## config.mk

```make
export PLATFORM = sky130hd
export DESIGN_NAME = vending_machine_multi
export DESIGN_NICKNAME = d
export VERILOG_FILES = /design/src/rtl/vm_pkg.sv /design/src/rtl/credit_to_bcd.sv /design/src/rtl/vending_machine_multi.sv
export SDC_FILE = /design/constraint.sdc
export NUM_CORES = 1
export LEC_CHECK = 0
export ABC_AREA = 1
export BUFFER_PORTS_ARGS = -buffer_cell sky130_fd_sc_hd__buf_2
export CAP_MARGIN = 30
export CORE_ASPECT_RATIO = 0.5
export CORE_MARGIN = 2
export CORE_UTILIZATION = 30
export DETAILED_ROUTE_END_ITERATION = 8
export GPL_TIMING_DRIVEN = 1
export PLACE_DENSITY_LB_ADDON = 0.1
export SKIP_LAST_GASP = 1
export SLEW_MARGIN = 20
export SYNTH_ARGS = -nofsm -noshare
export SYNTH_HDL_FRONTEND = slang
export SYNTH_SLANG_ARGS = --single-unit
```

## constraint.sdc

```tcl
create_clock -name clk -period 6.78 [get_ports clk]
set_input_delay 1.356 -clock clk [delete_from_list [all_inputs] [get_ports clk]]
set_output_delay 1.356 -clock clk [all_outputs]
set_load 0.1 [all_outputs]
```

## src/rtl/vm_pkg.sv

```systemverilog
// Shared types and helpers for the multi-product vending core.
package vm_pkg;

   typedef enum logic [1:0] {
      ST_IDLE    = 2'd0,
      ST_COLLECT = 2'd1,
      ST_DELIVER = 2'd2,
      ST_REFUND  = 2'd3
   } vm_state_e;

   localparam int VM_MAX_PROD = 8;

   // Product 0 is the least significant slice.
   localparam logic [39:0] VM_DEF_PRICES = {10'd250, 10'd200, 10'd150, 10'd100};

   function automatic logic is_onehot(input logic [VM_MAX_PROD-1:0] v);
      return (v != 8'd0) && ((v & (v - 8'd1)) == 8'd0);
   endfunction

endpackage

```

## src/rtl/credit_to_bcd.sv

```systemverilog
// Combinational double-dabble: binary credit to four packed BCD digits.
module credit_to_bcd #(
   parameter int CREDIT_W = 10
) (
   input  logic [CREDIT_W-1:0] bin_i,
   output logic [15:0]         bcd_o
);

   logic [15:0] bcd_s;

   // Add-3 correction on every digit before each shift of the next binary bit.
   always_comb begin
      bcd_s = 16'd0;
      for (int b = CREDIT_W - 1; b >= 0; b--) begin
         for (int d = 0; d < 4; d++) begin
            bcd_s[d*4 +: 4] = (bcd_s[d*4 +: 4] >= 4'd5) ? (bcd_s[d*4 +: 4] + 4'd3)
                                                          : bcd_s[d*4 +: 4];
         end
         bcd_s = {bcd_s[14:0], bin_i[b]};
      end
   end

   assign bcd_o = bcd_s;

endmodule

```

## src/rtl/vending_machine_multi.sv

```systemverilog
// N-product vending core: coin credit, per-product price/stock, cancel,
// inactivity timeout and change return. All control outputs are registered.
module vending_machine_multi
   import vm_pkg::*;
#(
   parameter int                         N_PROD      = 4,
   parameter int                         CREDIT_W    = 10,
   parameter logic [N_PROD*CREDIT_W-1:0] PRICES      = VM_DEF_PRICES,
   parameter int                         MAX_CREDIT  = 995,
   parameter int                         STOCK_W     = 4,
   parameter int                         DELIVER_CYC = 8,
   parameter int                         TIMEOUT_CYC = 1000
) (
   input  logic                clk,
   input  logic                reset,
   input  logic                coin_valid,
   input  logic [CREDIT_W-1:0] coin_value,
   input  logic [N_PROD-1:0]   sel,
   input  logic                cancel,
   input  logic                refill,
   input  logic [2:0]          refill_idx,
   output logic [N_PROD-1:0]   product,
   output logic                delivered,
   output logic                change_valid,
   output logic [CREDIT_W-1:0] change_amount,
   output logic                coin_reject,
   output logic                err_funds,
   output logic                err_empty,
   output logic [CREDIT_W-1:0] credit,
   output logic [15:0]         disp_bcd
);

   localparam int IDX_W = (N_PROD > 1) ? $clog2(N_PROD) : 1;
   localparam int DC_W  = $clog2(DELIVER_CYC + 1);
   localparam int TO_W  = $clog2(TIMEOUT_CYC + 1);

   localparam logic [CREDIT_W:0]   MAX_C     = MAX_CREDIT[CREDIT_W:0];
   localparam logic [STOCK_W-1:0]  STOCK_MAX = {STOCK_W{1'b1}};
   localparam logic [DC_W-1:0]     DC_LAST   = DC_W'(DELIVER_CYC - 1);
   localparam logic [TO_W-1:0]     TO_LAST   = TO_W'(TIMEOUT_CYC - 1);
   localparam logic [N_PROD-1:0]   ONE_HOT0  = {{(N_PROD-1){1'b0}}, 1'b1};

   vm_state_e            state_q, state_d;
   logic [CREDIT_W-1:0]  credit_q, credit_d;
   logic [STOCK_W-1:0]   stock_q [N_PROD];
   logic [STOCK_W-1:0]   stock_d [N_PROD];
   logic [IDX_W-1:0]     idx_q, idx_d;
   logic [DC_W-1:0]      dcnt_q, dcnt_d;
   logic [TO_W-1:0]      tcnt_q, tcnt_d;
   logic [N_PROD-1:0]    product_q, product_d;
   logic                 delivered_q, delivered_d;
   logic                 change_valid_q, change_valid_d;
   logic [CREDIT_W-1:0]  change_amount_q, change_amount_d;
   logic                 coin_reject_q, coin_reject_d;
   logic                 err_funds_q, err_funds_d;
   logic                 err_empty_q, err_empty_d;

   logic [CREDIT_W:0]    coin_sum_s;
   logic                 coin_ok_s;
   logic                 sel_ok_s;
   logic                 refill_ok_s;
   logic                 activity_s;
   logic [IDX_W-1:0]     sel_idx_s;
   logic [CREDIT_W-1:0]  sel_price_s;
   logic [STOCK_W-1:0]   sel_stock_s;

   // Input decode; the OR-gather is exact only when sel is one-hot, which gates its use.
   always_comb begin
      coin_sum_s  = {1'b0, credit_q} + {1'b0, coin_value};
      coin_ok_s   = (coin_sum_s <= MAX_C);
      sel_ok_s    = is_onehot(VM_MAX_PROD'(sel));
      refill_ok_s = refill && (int'(refill_idx) < N_PROD);
      activity_s  = (coin_valid && coin_ok_s) || (sel != '0);
      sel_idx_s   = '0;
      sel_price_s = '0;
      sel_stock_s = '0;
      for (int i = 0; i < N_PROD; i++) begin
         sel_idx_s   = sel_idx_s   | ({IDX_W{sel[i]}}    & IDX_W'(i));
         sel_price_s = sel_price_s | ({CREDIT_W{sel[i]}} & PRICES[i*CREDIT_W +: CREDIT_W]);
         sel_stock_s = sel_stock_s | ({STOCK_W{sel[i]}}  & stock_q[i]);
      end
   end

   // Next-state logic: cancel beats coin beats selection.
   always_comb begin
      state_d       = state_q;
      credit_d      = credit_q;
      stock_d       = stock_q;
      idx_d         = idx_q;
      dcnt_d        = '0;
      tcnt_d        = '0;
      coin_reject_d = 1'b0;
      err_funds_d   = 1'b0;
      err_empty_d   = 1'b0;
      case (state_q)
         ST_IDLE, ST_COLLECT: begin
            if ((state_q == ST_IDLE) && refill_ok_s) begin
               stock_d[refill_idx[IDX_W-1:0]] = STOCK_MAX;
            end else begin
               stock_d = stock_q;
            end
            if ((state_q == ST_COLLECT) && cancel) begin
               state_d = ST_REFUND;
            end else if (coin_valid) begin
               if (coin_ok_s) begin
                  credit_d = coin_sum_s[CREDIT_W-1:0];
                  state_d  = ST_COLLECT;
               end else begin
                  coin_reject_d = 1'b1;
               end
            end else if (sel_ok_s) begin
               if (sel_stock_s == '0) begin
                  err_empty_d = 1'b1;
               end else if (credit_q < sel_price_s) begin
                  err_funds_d = 1'b1;
               end else begin
                  credit_d           = credit_q - sel_price_s;
                  stock_d[sel_idx_s] = sel_stock_s - STOCK_W'(1);
                  idx_d              = sel_idx_s;
                  state_d            = ST_DELIVER;
               end
            end else begin
               state_d = state_q;
            end
            // Idle credit is refunded once the counter has seen TIMEOUT_CYC quiet cycles.
            if ((state_q == ST_COLLECT) && (state_d == ST_COLLECT) && !activity_s) begin
               if (tcnt_q == TO_LAST) begin
                  state_d = ST_REFUND;
               end else begin
                  tcnt_d = tcnt_q + TO_W'(1);
               end
            end else begin
               tcnt_d = '0;
            end
         end
         ST_DELIVER: begin
            coin_reject_d = coin_valid;
            if (dcnt_q == DC_LAST) begin
               state_d = (credit_q != '0) ? ST_REFUND : ST_IDLE;
            end else begin
               dcnt_d = dcnt_q + DC_W'(1);
            end
         end
         ST_REFUND: begin
            coin_reject_d = coin_valid;
            credit_d      = '0;
            state_d       = ST_IDLE;
         end
         default: begin
            state_d = ST_IDLE;
         end
      endcase
   end

   // Output pulses are decoded from next state so they line up with the state they describe.
   always_comb begin
      product_d       = (state_d == ST_DELIVER) ? (ONE_HOT0 << idx_d) : '0;
      delivered_d     = (state_d == ST_DELIVER) && (dcnt_d == DC_LAST);
      change_valid_d  = (state_d == ST_REFUND);
      change_amount_d = change_valid_d ? credit_d : '0;
   end

   // State and output registers with synchronous active-low reset.
   always_ff @(posedge clk) begin
      if (!reset) begin
         state_q         <= ST_IDLE;
         credit_q        <= '0;
         for (int i = 0; i < N_PROD; i++) begin
            stock_q[i] <= STOCK_MAX;
         end
         idx_q           <= '0;
         dcnt_q          <= '0;
         tcnt_q          <= '0;
         product_q       <= '0;
         delivered_q     <= 1'b0;
         change_valid_q  <= 1'b0;
         change_amount_q <= '0;
         coin_reject_q   <= 1'b0;
         err_funds_q     <= 1'b0;
         err_empty_q     <= 1'b0;
      end else begin
         state_q         <= state_d;
         credit_q        <= credit_d;
         stock_q         <= stock_d;
         idx_q           <= idx_d;
         dcnt_q          <= dcnt_d;
         tcnt_q          <= tcnt_d;
         product_q       <= product_d;
         delivered_q     <= delivered_d;
         change_valid_q  <= change_valid_d;
         change_amount_q <= change_amount_d;
         coin_reject_q   <= coin_reject_d;
         err_funds_q     <= err_funds_d;
         err_empty_q     <= err_empty_d;
      end
   end

   credit_to_bcd #(
      .CREDIT_W (CREDIT_W)
   ) u_bcd (
      .bin_i (credit_q),
      .bcd_o (disp_bcd)
   );

   assign product       = product_q;
   assign delivered     = delivered_q;
   assign change_valid  = change_valid_q;
   assign change_amount = change_amount_q;
   assign coin_reject   = coin_reject_q;
   assign err_funds     = err_funds_q;
   assign err_empty     = err_empty_q;
   assign credit        = credit_q;

endmodule

```

# Word level (Yosys, flattened, before mapping)
# Index checks and enable logic that the tools add are counted.
totals:
  out_inout_bits: 45
  regBits: 63
  inputBits: 22
  wordCells: 164
op_classes:
  n_reduce_logical: 24
  bitwise: 20
  shift: 1
  muxes: 57
  n_eq_ne: 9
  addsub: 18
  order_cmp: 19
op_table:
  columns: ["cell", "count"]
  rows:
  - ["$mux W16", 7]
  - ["$mux W4", 16]
  - ["$mux W10", 6]
  - ["$add A4 B2 Y4 const B", 9]
  - ["$ge A4 B3 Y1 const B", 9]
  - ["$mux W2", 17]
  - ["$pmux W10 S2", 1]
  - ["$and A4 B4 Y4", 4]
  - ["$bwmux W16", 1]
  - ["$demux W4 S2", 2]
  - ["$or A16 B16 Y16", 1]
  - ["$or A8 B8 Y8", 2]
  - ["$ge A3 B3 Y1 const B", 5]
  - ["$add A3 B2 Y4 const B", 3]
  - ["$or A4 B4 Y4", 3]
  - ["$add A10 B10 Y11", 1]
  - ["$le A11 B10 Y1 const B", 1]
  - ["$add A10 B1 Y10 const B", 1]
  - ["$eq A10 B10 Y1 const B", 1]
  - ["$logic_and A1 B1 Y1", 10]
  - ["$lt A10 B8 Y1", 1]
  - ["$reduce_bool A10 Y1", 1]
  - ["$sub A10 B8 Y10", 1]
  - ["$and A4 B8 Y8", 1]
  - ["28 further kinds", 44]

# Logic depth before layout (Yosys ltp)
# Gate-level depths: netlist of run 1.
depth:
  ltp_word: 17
  ltp_mapped: 38
  ltp_nobuf: 38

# Hierarchy
# A second synthesis of run 1 with hierarchy kept.
hier_totals:
  cells_unflattened: 822
  area_unflattened_um2: 5371.4
by_module_without_submodules:
  columns: ["module", "area_each_um2", "seq_area_each_um2", "instances", "cells_per_inst"]
  rows:
  - ["vending_machine_multi", 3963.8, 1261.2, 1, 578]
  - ["credit_to_bcd", 1407.6, 0.0, 1, 244]

# Worst setup path before layout of run 1
# Ideal clock, no wire load.
synth_path:
  kind: "flip-flop to output port"
  startpoint: "register credit_q[8], in the netlist credit[8]"
  endpoint: "output port disp_bcd[9]"
  arrival_time_ns: 6.928
  stages_incl_launch_ff: 33
  n_path_buf: 0
  setup_slack_ns: -1.504
  required_ns: 5.424
  path_cell_list: "dfxtp_1 inv_1 ha_1 inv_1 nand2_4 nand2_1 ha_1 inv_1 nand2_1 nand3_4 nand2_4 nand2_1 nand2_1 ha_1 inv_1 or2_2 nand4_1 nand2_1 ha_1 inv_1 nor2_1 o31ai_1 nand2_1 ha_1 nand3_1 nand3_2 nand2_1 nand2_2 nand2_1 inv_1 nand2_1 nand2_2 o21ai_0"
synth_via:
  elab_chain_len: 14
  elab_cells_between_ends: 27
  cone_classes: "add/sub: 9; order compare: 9; mux: 9"
synth_rtl:
  columns: ["item", "line_no", "text"]
  rows:
  - ["from (decl)", "vending_machine_multi.sv:44", "logic [CREDIT_W-1:0] credit_q, credit_d;"]
  - ["from (signal assigned)", "vending_machine_multi.sv:183", "credit_q <= credit_d;"]
  - ["$add A3 B2 Y4 or $ge A3 B3 Y1 (tied branches)", "credit_to_bcd.sv:16", "bcd_s[d*4 +: 4] = (bcd_s[d*4 +: 4] >= 4'd5) ? (bcd_s[d*4 +: 4] + 4'd3)"]
  - ["$mux W4 (*)", "credit_to_bcd.sv:16", null]
  - ["$add A4 B2 Y4 or $ge A4 B3 Y1 (tied branches)", "credit_to_bcd.sv:16", null]
  - ["$mux W4", "credit_to_bcd.sv:16", null]
  - ["$ge A4 B3 Y1 or $add A4 B2 Y4 (tied branches)", "credit_to_bcd.sv:16", null]
  - ["$mux W4", "credit_to_bcd.sv:16", null]
  - ["$add A4 B2 Y4 (tied with other cells)", "credit_to_bcd.sv:16", null]
  - ["$mux W4", "credit_to_bcd.sv:16", null]
  - ["$add A4 B2 Y4 or $ge A4 B3 Y1 (tied branches)", "credit_to_bcd.sv:16", null]
  - ["$mux W4", "credit_to_bcd.sv:16", null]
  - ["$add A4 B2 Y4 or $ge A4 B3 Y1 (tied branches)", "credit_to_bcd.sv:16", null]
  - ["$mux W4", "credit_to_bcd.sv:16", null]
  - ["$add A3 B2 Y4 or $ge A3 B3 Y1 (tied branches)", "credit_to_bcd.sv:16", null]
  - ["$mux W4 (*)", "credit_to_bcd.sv:16", null]
  - ["to (decl)", "vending_machine_multi.sv:30", "output logic [15:0] disp_bcd"]
# Every way passes the cells marked *; elsewhere a longest branch is shown, timed or not.

# Worst setup path in the final report of run 1
layout_path:
  startpoint: "register credit_q[8], in the netlist credit[8]"
  endpoint: "output port disp_bcd[11]"
# Same word-level chain as after synthesis.

==> results of run 1 <==
-- timing repair --
item	4_1_cts	5_1_grt
hold endpoints to repair	0	0
cloned	0	0
setup endpoints to repair	7	8
pin swaps	0	7
setup buffers	0	8
gates resized for setup	9	25
-- Yosys cell counts (11+ instances only) --
library cell  count
a21oi_1          59
clkbuf_1         12
dfxtp_1          63
ha_1             32
inv_1           101
nand2_1         149
nand2_2          20
nand3_1          53
nand4_1          12
nor2_1           78
nor3_1           14
o211ai_1         11
o21ai_0          27
xor2_1           15
-- flip-flops by register name (all words and copies together) (netlist names) --
register	cells
change_valid	1
coin_reject	1
idx_q	2
err_funds	1
tcnt_q	10
err_empty	1
state_q	2
delivered	1
dcnt_q	4
change_amount	10
product	4
credit	10
stock_q	16
-- metrics by stage --
stage	cells	hold WS, ns	cell area, µm²
CTS	1042	0.4535	5919
global placement	1026	0.4357	5628
detailed placement	1026	0.4419	5628
floorplan	752	0.4179	5086
global route	1050	0.4708	6055
finish	1050	0.4475	6055
-- final cells by class --
type,instances,area (µm²),share of cell area
inverters,107,404.1,0.06675
clock inverters,6,37.54,0.006200
well taps,227,284.0,0.04691
flip-flops and latches,63,1274,0.2104
multi-input cells,563,3363,0.5555
clock buffers,10,229.0,0.03782
repair buffers,74,462.9,0.07646
-- cell families after synthesis --
family | Yosys count
xor gates and xnor gates | 21
DFF | 63
and+or+nand+nor | 364
adders and majority gates | 34
AOI/OAI and AO/OA | 140
buffers and inverters | 126
muxes | 1
other | 1
-- per-layer routing --
layer | up-vias | track usage
met5 | - | 0
met4 | 0 | 0.04894
met3 | 10 | 0.02687
met2 | 55 | 0.2931
met1 | 2288 | 0.1985
li1 | 2629 | -
-- worst min-delay path by stage --
stage              start        end  slack, ns  cells past startpoint
2_1_floorplan  tcnt_q[0]  tcnt_q[0]       0.42                      1
3_3_place_gp   tcnt_q[0]  tcnt_q[0]       0.44                      1
3_5_place_dp   tcnt_q[0]  tcnt_q[0]       0.44                      1
4_1_cts        tcnt_q[0]  tcnt_q[0]       0.45                      1
5_1_grt        tcnt_q[0]  tcnt_q[0]       0.47                      1
6_report       tcnt_q[0]  tcnt_q[0]       0.45                      1
==> flow_metrics.env, run 1 <==
export IMPL_pin_count=67
export IMPL_maxCapViolCount=0
export IMPL_path_class="register to output pin"
export IMPL_diodes=0
export IMPL_r2r_slack_ns=2.87
export IMPL_cp_end_kind="output pin"
export IMPL_hold_violations=0
export IMPL_synth_top_family_by_area="simple AND/OR/NAND/NOR gates"
export IMPL_tns_ns=0
export IMPL_die_area_um2=17920
export IMPL_cp_num_buf_inv=8
export IMPL_cts_root_buf="clkbuf_16"
export IMPL_critPathCapture="disp_bcd[11]"
export IMPL_synth_area_leaders="dfxtp_1 25%, nand2_1 11%, ha_1 7.9%, inv_1 7.5%, a21oi_1 5.9%"
export IMPL_initial_core_util=0.3076
export IMPL_syn_area_um2=5042
export IMPL_gp_congestion=0.8074
export IMPL_ant_nets=0
export IMPL_tightest_slew_ns=0.8241
export IMPL_ys_seq_area_frac=0.2501
export IMPL_via_count=4982
export IMPL_clockBufferDepth=2
export IMPL_fin_nets=874
export IMPL_wl_met1_mm=6.923
export IMPL_place_ws_ns=0.1467
export IMPL_timing_final_ws_setup_ns=0.4336
export IMPL_worstReg2RegEnd="change_amount[4]"
export IMPL_coreArea_um2=16390
export IMPL_worst_ep_required_time_ns=5.42
export IMPL_cts_buffers_inserted=9
export IMPL_crit_path_start="credit[8]"
export IMPL_synth_simple_area_share=0.3514
export IMPL_antenna_found_initial=0
export IMPL_fin_crit_ns=6.346
export IMPL_rr_worst_depth=18
export IMPL_drt_pass1_iter_count=4
export IMPL_critPathMaxStageDelay_ns=0.36
export IMPL_die_w_um=187.3
export IMPL_synthFlopType="dfxtp_1"
export IMPL_cts_tree="built"
export IMPL_rows=33
export IMPL_worst_slew_margin_rel=0.4506
export IMPL_syn_avg_cell_area_um2=6.723
export IMPL_drc_errors=0
export IMPL_fin_util=0.3694
export IMPL_cp_slowest_cell="dfxtp_4"
export IMPL_clk_pin_slew_ns=0.06
export IMPL_clk_insertion_delay_late_ns=0.33
export IMPL_die_h_um=95.68
export IMPL_synth_cells=750
export IMPL_routedWlPerCell_um=13.42
export IMPL_holdBufCountCts=0
export IMPL_area_delta_synth_final_pct=20.07
export IMPL_finalWirelength_mm=14.09
export IMPL_first_global_vias=4795
export IMPL_synth_area_leader_cell="dfxtp_1"
export IMPL_start_kind="register"
export IMPL_fin_skew_ns=0.008052
export IMPL_grt_pass1_wl_mm=23.03
export IMPL_synth_seq_cells=63
export IMPL_synthXorXnorAreaFrac=0.03648
export IMPL_synth_compound_area_frac=0.1727
export IMPL_ys_warnings_count=0
export IMPL_wl_met2_mm=6.725
export IMPL_final_cell_mix="139 x nand2_1, 98 x inv_1, 78 x nor2_1, 59 x dfxtp_1"
export IMPL_layout_worst_path_cycle_share=0.9361
export IMPL_grt_max_degree=30
export IMPL_highest_layer="met4"
export IMPL_avgViaCountPerCell=4.745
export IMPL_grt_overflow=0
export IMPL_r2r_start="credit[3]"
export IMPL_final_common_cell="nand2_1"
export IMPL_synth_edff_count=0
export IMPL_crit_family="simple AND/OR/NAND/NOR gates"
export IMPL_h_tree_depth=3
export IMPL_met3_length_um=309
export IMPL_drtIter0Drc=218
export IMPL_cp_depth=35
export IMPL_grtUsageTotal=0.1613
export IMPL_cts_sinks=63
export IMPL_crit_arrival_ns=4.99
export IMPL_dpl_hpwl_mm=10.97
export IMPL_synth_fa_ha_area_frac=0.08734
export IMPL_outcome="complete, no violations"
export IMPL_setup_viol=0
export IMPL_synth_area_mux_share=0.002233
export IMPL_drive_gt1_frac=0.2139
export IMPL_fillers=1820
export IMPL_hold_class="register to register"
export IMPL_netlist_area_leader_share=0.2501
export IMPL_ys_types=55
export IMPL_maxSlewViolCount=0
export IMPL_portBuffers=63
export IMPL_fmax_mhz=157.6
export IMPL_async_reset_ff_frac=0
export IMPL_worstPathMaxFanout=5
Power of run 1 is left out: the tool's default activity adds up to more than one toggle a clock period on the data nets, which glitch-free logic cannot reach.
==> run 2, diff against run 1 <==
Settings changed: ABC_AREA 1 to 0.
==> flow_metrics.env, run 2 <==
export IMPL_diodes=0
export IMPL_grtUsageTotal=0.1699
export IMPL_fin_util=0.3824
export IMPL_synth_seq_cells=63
export IMPL_dpl_hpwl_mm=11.94
export IMPL_synth_most_common_cell="nor2_1"
export IMPL_fin_cells=1019
export IMPL_worstReg2RegEnd="tcnt_q[8]"
export IMPL_outcome="complete, no violations"
export IMPL_syn_avg_cell_area_um2=7.411
export IMPL_tns_ns=0
export IMPL_die_w_um=192.0
export IMPL_rsz0062_at_grt="true"
export IMPL_cp_num_buf_inv=4
export IMPL_largest_register="stock_q"
export IMPL_synthFlopType="dfxtp_1"
export IMPL_final_cell_mix="78 x nor2_1, 66 x nand2_1, 60 x dfxtp_1, 56 x buf_2, 43 x a21oi_1"
export IMPL_r2r_slack_ns=2.39
export IMPL_synthTopCellsByCount="79 x nor2_1, 67 x nand2_1, 63 x dfxtp_1"
export IMPL_layout_worst_path_cycle_share=0.9794
export IMPL_setup_viol=0
export IMPL_dp_cells=983
export IMPL_drc_errors=0
export IMPL_holdBufCountCts=0
export IMPL_min_from="tcnt_q[0]"
export IMPL_worstPathMaxFanout=5
export IMPL_hold_violations=0
export IMPL_rr_worst_depth=11
export IMPL_initial_core_util=0.3060
export IMPL_pin_count=67
export IMPL_avgViaCountPerCell=5.347
export IMPL_crit_arrival_ns=5.28
export IMPL_via_count=5449
export IMPL_ys_types=83
export IMPL_cpMostUsedCell="ha_4"
export IMPL_hold_depth=1
export IMPL_routedWlPerCell_um=15.75
export IMPL_cts_buffers_inserted=9
export IMPL_gp_congestion=0.8431
export IMPL_h_tree_depth=3
export IMPL_synth_edff_count=0
export IMPL_die_h_um=97.98
export IMPL_drive_gt1_frac=0.2153
export IMPL_synth_area_leaders="dfxtp_1 24%, ha_1 7.6%, nor2_1 5.6%, nand2_1 4.7%, a21oi_1 4.4%"
export IMPL_finalWirelength_mm=16.05
export IMPL_fin_nets=837
export IMPL_synth_cells=715
export IMPL_final_common_cell="nor2_1"
export IMPL_r2r_start="credit[2]"
export IMPL_worst_ep_required_time_ns=5.42
export IMPL_async_reset_ff_frac=0
export IMPL_tightest_slew_ns=0.7806
export IMPL_holdPathEnd="tcnt_q[0]"
export IMPL_ant_nets=0
export IMPL_worst_slew_margin_rel=0.4773
export IMPL_grt_pass1_wl_mm=25.92
export IMPL_antenna_found_initial=0
export IMPL_syn_area_um2=5299
export IMPL_cts_root_buf="clkbuf_16"
export IMPL_first_global_vias=5035
export IMPL_die_area_um2=18810
export IMPL_grt_max_degree=25
export IMPL_portBuffers=63
export IMPL_drt_pass1_iter_count=4
export IMPL_crit_family="compound AO/OA/AOI/OAI gates"
export IMPL_cts_sinks=63
export IMPL_fin_crit_ns=6.640
export IMPL_cp_end_kind="output pin"
export IMPL_fin_skew_ns=0.004772
export IMPL_start_kind="register"
export IMPL_maxCapViolCount=0
export IMPL_cts_tree="built"
export IMPL_fmax_mhz=150.6
export IMPL_cp_slowest_cell="or3_4"
export IMPL_synth_area_leader_cell="dfxtp_1"
export IMPL_area_delta_synth_final_pct=24.96
export IMPL_hold_class="register to register"
export IMPL_largest_register_ffs=16
export IMPL_hold_slack_ns=0.4438
export IMPL_clk_pin_slew_ns=0.05
export IMPL_coreArea_um2=17310
export IMPL_path_class="register to output pin"
export IMPL_rows=34
export IMPL_critPathMaxStageDelay_ns=0.41
export IMPL_clockBufferDepth=2
export IMPL_ys_warnings_count=0
export IMPL_netlist_area_leader_share=0.2380
export IMPL_maxSlewViolCount=0
export IMPL_grt_overflow=0
export IMPL_ys_seq_area_frac=0.2380
export IMPL_clk_insertion_delay_late_ns=0.33
export IMPL_drtIter0Drc=274
[run 2: cell types whose count changed after synthesis, moves of 11 or more]
cell and delta:
clkbuf_1 +19, nor2b_1 +11, nand3_1 -34, a21oi_1 -12
o21ai_0 +14, nor3_1 +17, a21o_1 +12, nand2b_1 +11
nand2_1 -82, o22ai_1 +15, nand2_2 -20, inv_1 -71
[run 2: worst max path at each step]
stage,startpoint,endpoint,cells past startpoint
after floorplan,credit[8],disp_bcd[10],27
after global placement,credit[8],disp_bcd[11],23
after detailed placement,credit[8],disp_bcd[11],23
after CTS,credit[7],disp_bcd[8],25
after global routing,credit[8],disp_bcd[8],26
final,credit[8],disp_bcd[8],26
[run 2: per-layer routing]
| layer | share of wire | track usage |
|---|---|---|
| met1 | 0.48 | 0.2329 |
| met2 | 0.47 | 0.2810 |
| met3 | 0.037 | 0.02193 |
| met5 | 0 | 0 |
| met4 | 0.0097 | 0.04497 |
[run 2: logic make-up (layout without fill, tap and decap cells)]
| family | after synthesis | count (layout) | share of synthesized area |
|---|---|---|---|
| AND/OR/NAND/NOR | 272 | 272 | 0.2482 |
| AO/OA/AOI/OAI | 231 | 231 | 0.2989 |
| buffers and inverters | 78 | 146 | 0.06304 |
| flip-flops | 63 | 63 | 0.2380 |
| adder cells (fa/ha/maj) | 34 | 34 | 0.08312 |
| XOR/XNOR | 27 | 27 | 0.04817 |
| multiplexers | 9 | 9 | 0.01983 |
| other | 1 | 3 | 0.0007077 |
[run 2: what timing repair did]
item,in CTS,in global routing
endpoints found under the setup margin,6,8
resized for setup,1,8
pin swaps,0,8
setup buffers,3,17
[run 2: area by class of cell]
| cell class | instances | area (µm²) |
|---|---|---|
| clock buffers | 14 | 254.0 |
| clock inverters | 1 | 30.03 |
| fillers | 1845 | 10690 |
| inverters | 36 | 142.6 |
| multi-input cells | 576 | 3974 |
| flip-flops and latches | 63 | 1270 |
| well taps | 234 | 292.8 |
| repair buffers | 95 | 658.1 |
[run 2: metrics by stage]
step	cell area, µm²	setup WS (ns)
2_1_floorplan	5564	-0.3048
3_3_place_gp	6147	0.3266
3_5_place_dp	6147	0.1693
4_1_cts	6455	0.03461
5_1_grt	6621	-0.05982
6_report	6621	0.1399
Power of run 2 is left out for the same reason.
